`src/rtl/fpu_seq_pkg.sv`:
```
// Shared types for the FPU request sequencer: opcode bit positions,
// FSM states, latency classes and the class-to-latency map.
package fpu_seq_pkg;

  localparam int OP_FADD    = 0;
  localparam int OP_FSUB    = 1;
  localparam int OP_FMUL    = 2;
  localparam int OP_FDIV    = 3;
  localparam int OP_FSQRT   = 4;
  localparam int OP_FMIN    = 5;
  localparam int OP_FMAX    = 6;
  localparam int OP_FEQ     = 7;
  localparam int OP_FLT     = 8;
  localparam int OP_FLE     = 9;
  localparam int OP_FCVT_W  = 10;
  localparam int OP_FCVT_S  = 11;
  localparam int OP_FMADD   = 12;
  localparam int OP_FMSUB   = 13;
  localparam int OP_FCLASS  = 14;
  localparam int OP_FMV     = 15;
  localparam int OP_FNMADD  = 16;
  localparam int OP_FNMSUB  = 17;
  localparam int OP_FSGNJ   = 18;
  localparam int OP_FSGNJN  = 19;
  localparam int OP_FSGNJX  = 20;
  localparam int OP_FCVT_WU = 21;
  localparam int OP_FCVT_SU = 22;
  localparam int OP_SIGN    = 23;

  localparam logic [4:0] FLAG_NV = 5'b10000;
  localparam logic [4:0] FLAG_DZ = 5'b01000;

  typedef enum logic [1:0] {
    S_IDLE,
    S_ISSUE,
    S_WAIT,
    S_CAPTURE
  } state_e;

  typedef enum logic [1:0] {
    CLS_ONE,
    CLS_FMA,
    CLS_MUL,
    CLS_ILL
  } cls_e;

  function automatic int lat_sel(
    input cls_e c,
    input int   add_lat,
    input int   mul_lat
  );
    int l;
    unique case (c)
      CLS_FMA: l = add_lat;
      CLS_MUL: l = mul_lat;
      default: l = 1;
    endcase
    return l;
  endfunction

endpackage

```
`src/rtl/fpu_resp_fifo.sv`:
```
// Show-ahead response FIFO with wrap-bit pointers; accepts a push while
// full as long as a pop happens in the same cycle.
module fpu_resp_fifo #(
  parameter int DEPTH = 4,
  parameter int W     = 8
) (
  input  logic                       clk,
  input  logic                       rst_l,
  input  logic                       push,
  input  logic                       pop,
  input  logic [W-1:0]               din,
  output logic [W-1:0]               dout,
  output logic [$clog2(DEPTH):0]     count,
  output logic                       empty
);

  localparam int AW = $clog2(DEPTH);

  logic [W-1:0] mem [DEPTH];
  logic [AW:0]  wr_ptr;
  logic [AW:0]  rd_ptr;
  logic         full;
  logic         pop_ok;
  logic         push_ok;

  assign empty   = (wr_ptr == rd_ptr);
  assign full    = (wr_ptr[AW] != rd_ptr[AW]) &&
                   (wr_ptr[AW-1:0] == rd_ptr[AW-1:0]);
  assign count   = wr_ptr - rd_ptr;
  assign pop_ok  = pop && !empty;
  assign push_ok = push && (!full || pop_ok);

  // Head reads as zero when empty so stale entries never leak out.
  assign dout = empty ? '0 : mem[rd_ptr[AW-1:0]];

  always_ff @(posedge clk or negedge rst_l) begin
    if (!rst_l) begin
      wr_ptr <= '0;
      rd_ptr <= '0;
    end else begin
      if (push_ok) wr_ptr <= wr_ptr + (AW+1)'(1);
      if (pop_ok)  rd_ptr <= rd_ptr + (AW+1)'(1);
    end
  end

  always_ff @(posedge clk) begin
    if (push_ok) mem[wr_ptr[AW-1:0]] <= din;
  end

endmodule

```
`src/rtl/fpu_seq_ctrl.sv`:
```
// FPU request sequencer: accepts one op at a time, issues it to the
// datapath, waits its class latency and queues the tagged result.
module fpu_seq_ctrl
  import fpu_seq_pkg::*;
#(
  parameter int STD     = 15,
  parameter int OPW     = 24,
  parameter int ADD_LAT = 3,
  parameter int MUL_LAT = 2,
  parameter int DEPTH   = 4,
  parameter int TAG_W   = 3
) (
  input  logic             clk,
  input  logic             rst_l,
  input  logic             req_valid,
  output logic             req_ready,
  input  logic [OPW-1:0]   req_op,
  input  logic [2:0]       req_frm,
  input  logic [TAG_W-1:0] req_tag,
  input  logic [STD:0]     req_a,
  input  logic [STD:0]     req_b,
  input  logic [STD:0]     req_c,
  input  logic [31:0]      req_int,
  output logic             dp_valid,
  output logic [OPW-1:0]   dp_op,
  output logic [2:0]       dp_frm,
  output logic [STD:0]     dp_a,
  output logic [STD:0]     dp_b,
  output logic [STD:0]     dp_c,
  output logic [31:0]      dp_int,
  input  logic [STD:0]     dp_result,
  input  logic [31:0]      dp_result_rd,
  input  logic [4:0]       dp_flags,
  input  logic             dp_exception,
  output logic             rsp_valid,
  input  logic             rsp_ready,
  output logic [TAG_W-1:0] rsp_tag,
  output logic [STD:0]     rsp_result,
  output logic [31:0]      rsp_result_rd,
  output logic [4:0]       rsp_flags,
  output logic [4:0]       fflags,
  input  logic             fflags_clr,
  input  logic             irq_en,
  output logic             irq,
  output logic             busy
);

  localparam int MAXL = (ADD_LAT > MUL_LAT) ? ADD_LAT : MUL_LAT;
  localparam int CW   = $clog2(MAXL + 1);
  localparam int AW   = $clog2(DEPTH);
  localparam int DW   = TAG_W + STD + 1 + 32 + 5;

  state_e           state;
  state_e           state_n;
  cls_e             cls_q;
  cls_e             cls_d;
  logic [CW-1:0]    cnt;
  logic [TAG_W-1:0] tag_q;
  logic             accept;
  logic             onehot;
  logic             fma;
  logic             push;
  logic [STD:0]     push_res;
  logic [31:0]      push_rd;
  logic [4:0]       push_flags;
  logic [DW-1:0]    push_data;
  logic [DW-1:0]    head;
  logic [AW:0]      count;
  logic             empty;
  logic             irq_d;
  int               lat;

  assign req_ready = (state == S_IDLE) && (count < (AW+1)'(DEPTH));
  assign accept    = req_valid && req_ready;
  assign dp_valid  = (state == S_ISSUE) && (cls_q != CLS_ILL);
  assign rsp_valid = !empty;
  assign busy      = (state != S_IDLE) || !empty;
  assign lat       = lat_sel(cls_q, ADD_LAT, MUL_LAT);

  always_comb begin
    onehot = (req_op != '0) &&
             ((req_op & (req_op - OPW'(1))) == '0);
    fma = req_op[OP_FADD]   | req_op[OP_FSUB]   |
          req_op[OP_FMADD]  | req_op[OP_FMSUB]  |
          req_op[OP_FNMADD] | req_op[OP_FNMSUB];
    cls_d = CLS_ONE;
    unique case (1'b1)
      !onehot || req_op[OP_FDIV] || req_op[OP_FSQRT]:
        cls_d = CLS_ILL;
      onehot && fma:
        cls_d = CLS_FMA;
      onehot && req_op[OP_FMUL]:
        cls_d = CLS_MUL;
      default:
        cls_d = CLS_ONE;
    endcase
  end

  always_comb begin
    state_n    = state;
    push       = 1'b0;
    push_res   = '0;
    push_rd    = '0;
    push_flags = '0;
    unique case (state)
      S_IDLE: begin
        if (accept) state_n = S_ISSUE;
      end
      S_ISSUE: begin
        // Illegal ops never reach the datapath; answer with NV directly.
        if (cls_q == CLS_ILL) begin
          push       = 1'b1;
          push_flags = FLAG_NV;
          state_n    = S_IDLE;
        end else if (lat > 1) begin
          state_n = S_WAIT;
        end else begin
          state_n = S_CAPTURE;
        end
      end
      S_WAIT: begin
        if (cnt == CW'(1)) state_n = S_CAPTURE;
      end
      S_CAPTURE: begin
        push       = 1'b1;
        push_res   = dp_result;
        push_rd    = dp_result_rd;
        push_flags = dp_flags | (dp_exception ? FLAG_NV : 5'b0);
        state_n    = S_IDLE;
      end
      default: state_n = S_IDLE;
    endcase
  end

  assign push_data = {tag_q, push_res, push_rd, push_flags};
  assign irq_d     = push && irq_en &&
                     (push_flags[4] || push_flags[3]);

  always_ff @(posedge clk or negedge rst_l) begin
    if (!rst_l) begin
      state  <= S_IDLE;
      cls_q  <= CLS_ONE;
      cnt    <= '0;
      tag_q  <= '0;
      dp_op  <= '0;
      dp_frm <= '0;
      dp_a   <= '0;
      dp_b   <= '0;
      dp_c   <= '0;
      dp_int <= '0;
      fflags <= '0;
      irq    <= 1'b0;
    end else begin
      state <= state_n;
      irq   <= irq_d;
      if (accept) begin
        tag_q <= req_tag;
        cls_q <= cls_d;
        if (cls_d != CLS_ILL) begin
          dp_op  <= req_op;
          dp_frm <= req_frm;
          dp_a   <= req_a;
          dp_b   <= req_b;
          dp_c   <= req_c;
          dp_int <= req_int;
        end
      end
      if (state == S_ISSUE) begin
        cnt <= CW'(lat - 1);
      end else if (state == S_WAIT) begin
        cnt <= cnt - CW'(1);
      end
      if (push) begin
        fflags <= (fflags_clr ? 5'b0 : fflags) | push_flags;
      end else if (fflags_clr) begin
        fflags <= '0;
      end
    end
  end

  fpu_resp_fifo #(
    .DEPTH (DEPTH),
    .W     (DW)
  ) u_fifo (
    .clk   (clk),
    .rst_l (rst_l),
    .push  (push),
    .pop   (rsp_valid && rsp_ready),
    .din   (push_data),
    .dout  (head),
    .count (count),
    .empty (empty)
  );

  assign {rsp_tag, rsp_result, rsp_result_rd, rsp_flags} = head;

endmodule

```
`config.mk`:
```
export PLATFORM = sky130hd
export DESIGN_NAME = fpu_seq_ctrl
export DESIGN_NICKNAME = d
export VERILOG_FILES = /design/src/rtl/fpu_seq_pkg.sv /design/src/rtl/fpu_resp_fifo.sv /design/src/rtl/fpu_seq_ctrl.sv
export SDC_FILE = /design/constraint.sdc
export NUM_CORES = 1
export LEC_CHECK = 0
export ABC_AREA = 0
export CAP_MARGIN = 20
export CORE_UTILIZATION = 50
export DETAILED_ROUTE_END_ITERATION = 10
export HOLD_SLACK_MARGIN = 0.02
export PLACE_DENSITY = 0.81
export SLEW_MARGIN = 20
export SYNTH_ARGS = -nofsm -noshare
export SYNTH_HDL_FRONTEND = slang
export SYNTH_SLANG_ARGS = --single-unit
```
`constraint.sdc`:
```
create_clock -name clk -period 5.35 [get_ports clk]
set_clock_uncertainty 0.05 [all_clocks]
set_input_delay 1.3375 -clock clk [delete_from_list [all_inputs] [get_ports clk]]
set_output_delay 1.3375 -clock clk [all_outputs]
set_load 0.03 [all_outputs]
```
* Word-level counts from Yosys, hierarchy flattened
Memory sizes are Yosys's and may differ from the RTL's.
Cells that the tools add are included.
** Storage, ports and cells
- RAM bits :: 224
- Output and inout bits :: 173
- Bits in registers :: 128
- Bits of input ports :: 170
- Memories kept :: 1
** Cells by class
- Reductions and logical operators :: 27
- Multiplexer cells :: 21
- Magnitude comparators :: 2
- Bitwise operators :: 8
- Equality and inequality tests :: 14
- $add $sub $neg :: 6
** Memory list
- u_fifo.mem :: words 4, width 56, read ports 1, clocked after Yosys merged registers in 0, write ports 1, line fpu_resp_fifo.sv:19 : logic [W-1:0] mem [DEPTH];
** Operators by type and width (number)
- two-way mux 56 bit :: 1
- > comparator 32 x 2 -> 1 bit, second input constant :: 1
- two-way mux 32 bit :: 1
- AND 24 bit :: 1
- logical NOT 24 bit :: 1
- nonzero test 24 bit :: 1
- subtractor 24 x 1 -> 24 bit, second input constant :: 1
- two-way mux 5 bit :: 4
- two-way mux 16 bit :: 1
- logical AND 1 bit :: 12
- two-way mux 2 bit :: 5
- bitwise OR 5 bit :: 2
- case mux 5 bit (2 select lines) :: 1
- equality test 2 bit, second input constant :: 4
- != test 2 bit, second input constant :: 4
- case mux 2 bit (4 select lines) :: 1
- adder 3 x 1 -> 3 bit, second input constant :: 2
- equality test 2 x 1 -> 1 bit, second input constant :: 3
- case mux 2 bit (3 select lines) :: 1
- logical OR 1 bit :: 5
- bitwise OR 1 bit :: 5
- two-way mux 1 bit :: 4
- case mux 2 bit (2 select lines) :: 1
- AND reduction 2 bit :: 2
- other kinds (11) :: 14

* Depth between registers and ports, before layout
- Word-level depth :: 10
- Mapped depth :: 14
- Mapped depth without buffers :: 9

* Cells and area by module
A second synthesis with hierarchy kept.
** Second synthesis, totals
- Cell total of the unflattened synthesis :: 804
- Area, all modules :: 14224.9 um2
** By module, submodules not included
- fpu_resp_fifo :: times used 1, cells each 397, area each 8892.3 um2
- fpu_seq_ctrl :: times used 1, cells each 407, area each 5332.6 um2

* Worst setup path after synthesis
OpenSTA, ideal clock, no wires.
- Path kind :: register to output
- From :: reg u_fifo.rd_ptr[1]
- To :: out rsp_result[10]
- Data required time :: 3.963 ns
- Path slack :: 1.566 ns
- Path buffers :: 3
- Arrival time :: 2.396 ns
- Stages on the path, launching flop included :: 8
- Cell sequence :: dfrtp_1 -> buf_1 -> buf_1 -> inv_1 -> ha_1 -> nand3_1 -> clkbuf_1 -> and2_1
** On the way
- Longest elaborated chain between the ends :: 2
- Elaborated cells between the ends (all ways) :: 3
** Ends and longest elaborated chain
- start, declared :: line fpu_resp_fifo.sv:21 : logic [AW:0] rd_ptr;
- start signal, assigned :: line fpu_resp_fifo.sv:42 : if (pop_ok) rd_ptr <= rd_ptr + (AW+1)'(1);
- memory read (4 x 56 bit) / equality test 3 bit (equally long branches)
- two-way mux 56 bit (*) :: line fpu_resp_fifo.sv:34 : assign dout = empty ? '0 : mem[rd_ptr[AW-1:0]];
- end, declared :: line fpu_seq_ctrl.sv:38 : output logic [STD:0] rsp_result,
Every way passes the cells marked *; elsewhere a longest branch is shown, timed or not.

* Final worst setup path
- From :: reg u_fifo.rd_ptr[0]
- To :: out rsp_result[4]
The elaborated chain is that of the path after synthesis.

==> report_table.html <==
<table>
<tr><th>Metric</th><th>Value</th></tr>
<tr><th colspan="2">Clocking</th></tr>
<tr><td>CTS Hold Bufs</td><td>0</td></tr>
<tr><td>CTS Sinks</td><td>352</td></tr>
<tr><td>Clock tree from TritonCTS</td><td>built</td></tr>
<tr><td>Cts bufs inserted</td><td>37</td></tr>
<tr><td>Clk slew on worst S/H paths</td><td>0.06 ns</td></tr>
<tr><td>H-tree depth</td><td>2</td></tr>
<tr><td>Buffers inserted by post-CTS timing repair</td><td>0</td></tr>
<tr><td>Root Driver</td><td>clkbuf_16</td></tr>
<tr><td>Number of buffers on the longest clock path</td><td>3</td></tr>
<tr><td>Worst-Skew Late Latency</td><td>0.52 ns</td></tr>
<tr><td>Number of resized instances in the post-cts repair step</td><td>0</td></tr>
<tr><th colspan="2">Timing</th></tr>
<tr><td>Number of hold violations in the final report</td><td>0</td></tr>
<tr><td>Worst slew margin</td><td>0.4550</td></tr>
<tr><td>Worst-Margin Slew</td><td>0.8175 ns</td></tr>
<tr><td>Max-slew violation count</td><td>0</td></tr>
<tr><td>Setup repair after global routing missed its margin</td><td>false</td></tr>
<tr><td>Minimum setup slack in the final design</td><td>0.7421 ns</td></tr>
<tr><td>Minimum period implied by the final worst setup slack</td><td>4.608 ns</td></tr>
<tr><td>Setup Total Neg Slack</td><td>0 ns</td></tr>
<tr><td>Tcrit/Tclk final</td><td>0.8613</td></tr>
<tr><td>Max frequency</td><td>217.0 MHz</td></tr>
<tr><td>Final setup violation count</td><td>0</td></tr>
<tr><th colspan="2">Global route</th></tr>
<tr><td>Antenna violations before repair</td><td>2</td></tr>
<tr><td>First-pass GRT wire length</td><td>49890 um</td></tr>
<tr><td>Vias in the first global route</td><td>8803</td></tr>
<tr><td>Global route overflow</td><td>0</td></tr>
<tr><td>Pin count of the biggest net entering global routing</td><td>107</td></tr>
<tr><td>GRT Util Overall</td><td>0.2307</td></tr>
<tr><th colspan="2">Synth</th></tr>
<tr><td>Post-Syn Area</td><td>0.01416 mm^2</td></tr>
<tr><td>Share of the synthesized area in compound gates (AO/OA/AOI/OAI)</td><td>0.01856</td></tr>
<tr><td>Simple-gate portion of the synthesized area</td><td>0.07264</td></tr>
<tr><td>#FFs+latches synth</td><td>352</td></tr>
<tr><td>Synth cell types</td><td>45</td></tr>
<tr><td>Number of instances in the synthesized netlist</td><td>793</td></tr>
<tr><td>Synthesized netlist net count</td><td>975</td></tr>
<tr><td>Most used DFF post-synth</td><td>edfxtp_1</td></tr>
<tr><td>Synthesized area per cell</td><td>17.85 um^2</td></tr>
<tr><td>Xor-xnor portion of the synthesized cell area</td><td>0.003093</td></tr>
<tr><td>Sequential area share after synthesis</td><td>0.7013</td></tr>
<tr><td>Mux contribution to synthesized area</td><td>0.1771</td></tr>
<tr><td>Adder-cell share of the synthesized area</td><td>0.01060</td></tr>
<tr><td>Largest family of logic cells by synthesized area</td><td>multiplexers</td></tr>
<tr><td>Synth async-reset ratio</td><td>0.3636</td></tr>
<tr><td>Count of flip-flops with a built-in enable after synthesis</td><td>224</td></tr>
<tr><td>Synthesis Warnings</td><td>0</td></tr>
<tr><th colspan="2">Floorplanning</th></tr>
<tr><td>Standard-cell row count</td><td>61</td></tr>
<tr><td>Die Footprint</td><td>0.02899 mm^2</td></tr>
<tr><td>I/O pin total</td><td>343</td></tr>
<tr><td>Initial Utilization</td><td>0.5096</td></tr>
<tr><td>Die span in y</td><td>170.3 um</td></tr>
<tr><td>Chip Width</td><td>170.3 um</td></tr>
<tr><td>Core area</td><td>0.02778 mm^2</td></tr>
<tr><th colspan="2">Job</th></tr>
<tr><td>Max Cap Viol</td><td>0</td></tr>
<tr><th colspan="2">Pwr</th></tr>
<tr><td>Leakage power</td><td>7.369 nW</td></tr>
<tr><td>P per Cell Area</td><td>522.5 mW/mm^2</td></tr>
<tr><td>Worst voltage drop across the vdd grid</td><td>265.1 uV</td></tr>
<tr><th colspan="2">Layout</th></tr>
<tr><td>Area of all placed cells without fillers</td><td>0.01919 mm^2</td></tr>
<tr><td>Proportion of layout cells with a drive suffix above 1</td><td>0.2070</td></tr>
<tr><td>Final-layout fill cell count</td><td>1863</td></tr>
<tr><td>Final #Nets</td><td>1333</td></tr>
<tr><td>Area growth from synthesis to layout</td><td>35.54%</td></tr>
<tr><th colspan="2">Routing</th></tr>
<tr><td>DRC violation total after the first TritonRoute iteration</td><td>471</td></tr>
<tr><td>Number of remaining DRC errors</td><td>0</td></tr>
<tr><td>Number of vias per cell</td><td>5.356</td></tr>
<tr><td>DR WL met2</td><td>16990 um</td></tr>
<tr><td>First-pass DRT Iterations</td><td>5</td></tr>
<tr><td>Routed wire length on met3</td><td>3083 um</td></tr>
<tr><td>Sum of routed wire length over all layers</td><td>33110 um</td></tr>
<tr><td>Antenna Violating Nets Remaining</td><td>0</td></tr>
<tr><td>Top routing layer used</td><td>met4</td></tr>
<tr><td>Total vias in the final route</td><td>8350</td></tr>
<tr><td>Wire length per cell after detailed routing</td><td>21.24 um</td></tr>
<tr><td>DRT met1 WL</td><td>12430 um</td></tr>
<tr><th colspan="2">Place</th></tr>
<tr><td>GPL Wtd Cong</td><td>0.8060</td></tr>
<tr><td>HPWL reported at the end of detailed placement</td><td>21600 um</td></tr>
<tr><td>Worst slack at placement</td><td>0.7781 ns</td></tr>
<tr><td>Total of buffers placed on input and output ports</td><td>342</td></tr>
<tr><td>Placed instance area</td><td>0.01802 mm^2</td></tr>
<tr><th colspan="2">Critical path</th></tr>
<tr><td>Startpoint type of the worst setup path</td><td>flip-flop</td></tr>
<tr><td>Delay of the slowest critical-path stage</td><td>0.62 ns</td></tr>
<tr><td>Category of the critical setup timing path</td><td>reg2out</td></tr>
<tr><td>Worst-path cell chain</td><td>ha_1 -&gt; nand3_2 -&gt; buf_4 -&gt; and2_1 -&gt; clkdlybuf4s50_1</td></tr>
<tr><td>Arrival time of the worst setup path</td><td>3.22 ns</td></tr>
<tr><td>Cell with the largest stage delay on the worst path</td><td>dfrtp_4</td></tr>
<tr><td>Category of the worst setup path capture point</td><td>primary output</td></tr>
<tr><td>Worst-path maximum fanout</td><td>25</td></tr>
<tr><td>Worst endpoint required time</td><td>3.96 ns</td></tr>
<tr><td>Worst Path Buf+Inv</td><td>2</td></tr>
<tr><td>Kind of cell adding the most delay to the critical path</td><td>buffers and inverters</td></tr>
<tr><th colspan="2">Outcome</th></tr>
<tr><td>Run status</td><td>finished, final reports clean</td></tr>
<tr><th colspan="2">Hold path</th></tr>
<tr><td>Min-Delay Path Class</td><td>reg2reg</td></tr>
</table>
==> worst paths after layout <==
path | depth (start not counted) | from | slack (ns) | to
max | 5 | u_fifo.rd_ptr[0] | 0.74 | rsp_result[4]
min | 1 | u_fifo.rd_ptr[2] | 0.44 | u_fifo.rd_ptr[2]
max reg2reg | 8 | u_fifo.wr_ptr[1] | 2.13 | dp_int[29]
min reg2reg | 1 | u_fifo.rd_ptr[2] | 0.44 | u_fifo.rd_ptr[2]
max in group asynchronous | 3 | rst_l | 3.58 | dp_int[0]
min in group asynchronous | 1 | rst_l | 0.65 | dp_int[30]
==> flip-flops by register name (all words and copies together) (netlist names), named ones only <==
name           count
cls_q              2
cnt                2
dp_a              16
dp_b              16
dp_c              16
dp_frm             3
dp_int            32
dp_op             24
fflags             5
irq                1
state              1
tag_q              3
u_fifo.mem       224
u_fifo.rd_ptr      3
u_fifo.wr_ptr      3
==> cell type report <==
type	instances	area, um^2	area share
inverter	10	37.54	0.001956
clock buffer	50	1005	0.05235
antenna	2	5.005	0.0002608
multi-input combinational	394	4014	0.2092
clock inverter	17	135.1	0.007041
tap	378	473.0	0.02464
sequential	352	9935	0.5177
timing repair buffer	356	3587	0.1869
==> power by group <==
group / internal, mW / switching (mW) / total (mW)
Clock: 1.38 / 1.02 / 2.40
Combinational: 1.75 / 2.18 / 3.93
Sequential: 3.52 / 0.180 / 3.70
==> worst reg2reg max path, cell delays in order, from the launching register on <==
cell and delay, ns:
dfrtp_1 0.42, ha_1 0.35, nor2b_1 0.16, or3_1 0.32, a21oi_1 0.42, nand4_1 0.24, nor4_4 0.34, buf_12 0.35
mux2_2 0.45
==> metrics by stage <==
stage | power (mW) | hold WS, ns | utilization | std cells
2_1_floorplan | 6.149 | 0.4117 | - | 793
3_3_place_gp | 7.673 | 0.4143 | 0.6486 | 1489
3_5_place_dp | 7.729 | 0.4272 | 0.6486 | 1489
4_1_cts | 10.15 | 0.4457 | 0.6896 | 1556
5_1_grt | 10.50 | 0.4684 | 0.6908 | 1559
6_report | 10.03 | 0.4443 | 0.6908 | 1559
==> synth_stat cells (6+ instances only) <==
| library cell | n | share of area |
|---|---|---|
| buf_1 | 8 | 0.0021 |
| inv_1 | 10 | 0.0027 |
| clkbuf_1 | 17 | 0.0045 |
| edfxtp_1 | 224 | 0.48 |
| mux2_2 | 104 | 0.083 |
| o21ai_0 | 9 | 0.0032 |
| nand2_1 | 8 | 0.0021 |
| ha_1 | 12 | 0.011 |
| and2_1 | 113 | 0.050 |
| buf_4 | 9 | 0.0048 |
| a21oi_1 | 10 | 0.0035 |
| dfrtp_1 | 128 | 0.23 |
| mux4_2 | 56 | 0.089 |
| nor2_1 | 11 | 0.0029 |
| nand3_1 | 6 | 0.0021 |
==> per-layer routing <==
layer  GRT usage  up-vias
li1            -     3747
met1      0.2728     4201
met2      0.3975      356
met3     0.07953       46
met4     0.06855        0
met5           0        -
==> cells by family after synthesis <==
| kind of cell | count (synthesis) |
|---|---|
| AOI/OAI and AO/OA | 41 |
| adders and majority gates | 12 |
| buffers and inverters | 47 |
| and+or+nand+nor | 171 |
| DFF | 352 |
| xor gates and xnor gates | 5 |
| muxes | 165 |
==> placed cells by master (no fill, tap or decap), types with 3 or more instances in the layout <==
cell	instances
a21o_1	5
a21oi_1	10
a31oi_1	3
and2_1	109
and2_2	4
buf_12	3
buf_4	10
clkbuf_1	10
clkbuf_16	37
clkbuf_8	3
clkdlybuf4s50_1	341
clkinv_1	4
clkinv_2	7
dfrtp_1	126
edfxtp_1	224
ha_1	11
inv_1	10
mux2_2	104
mux2_4	5
mux4_2	56
nand2_1	8
nand3_1	5
nand4_1	5
nor2_1	11
nor2b_1	5
nor3_1	5
nor4_1	5
o21ai_0	9
or3_1	3
or4_1	3
xnor2_1	4
Note: power is estimated with default switching activity, not from simulation.
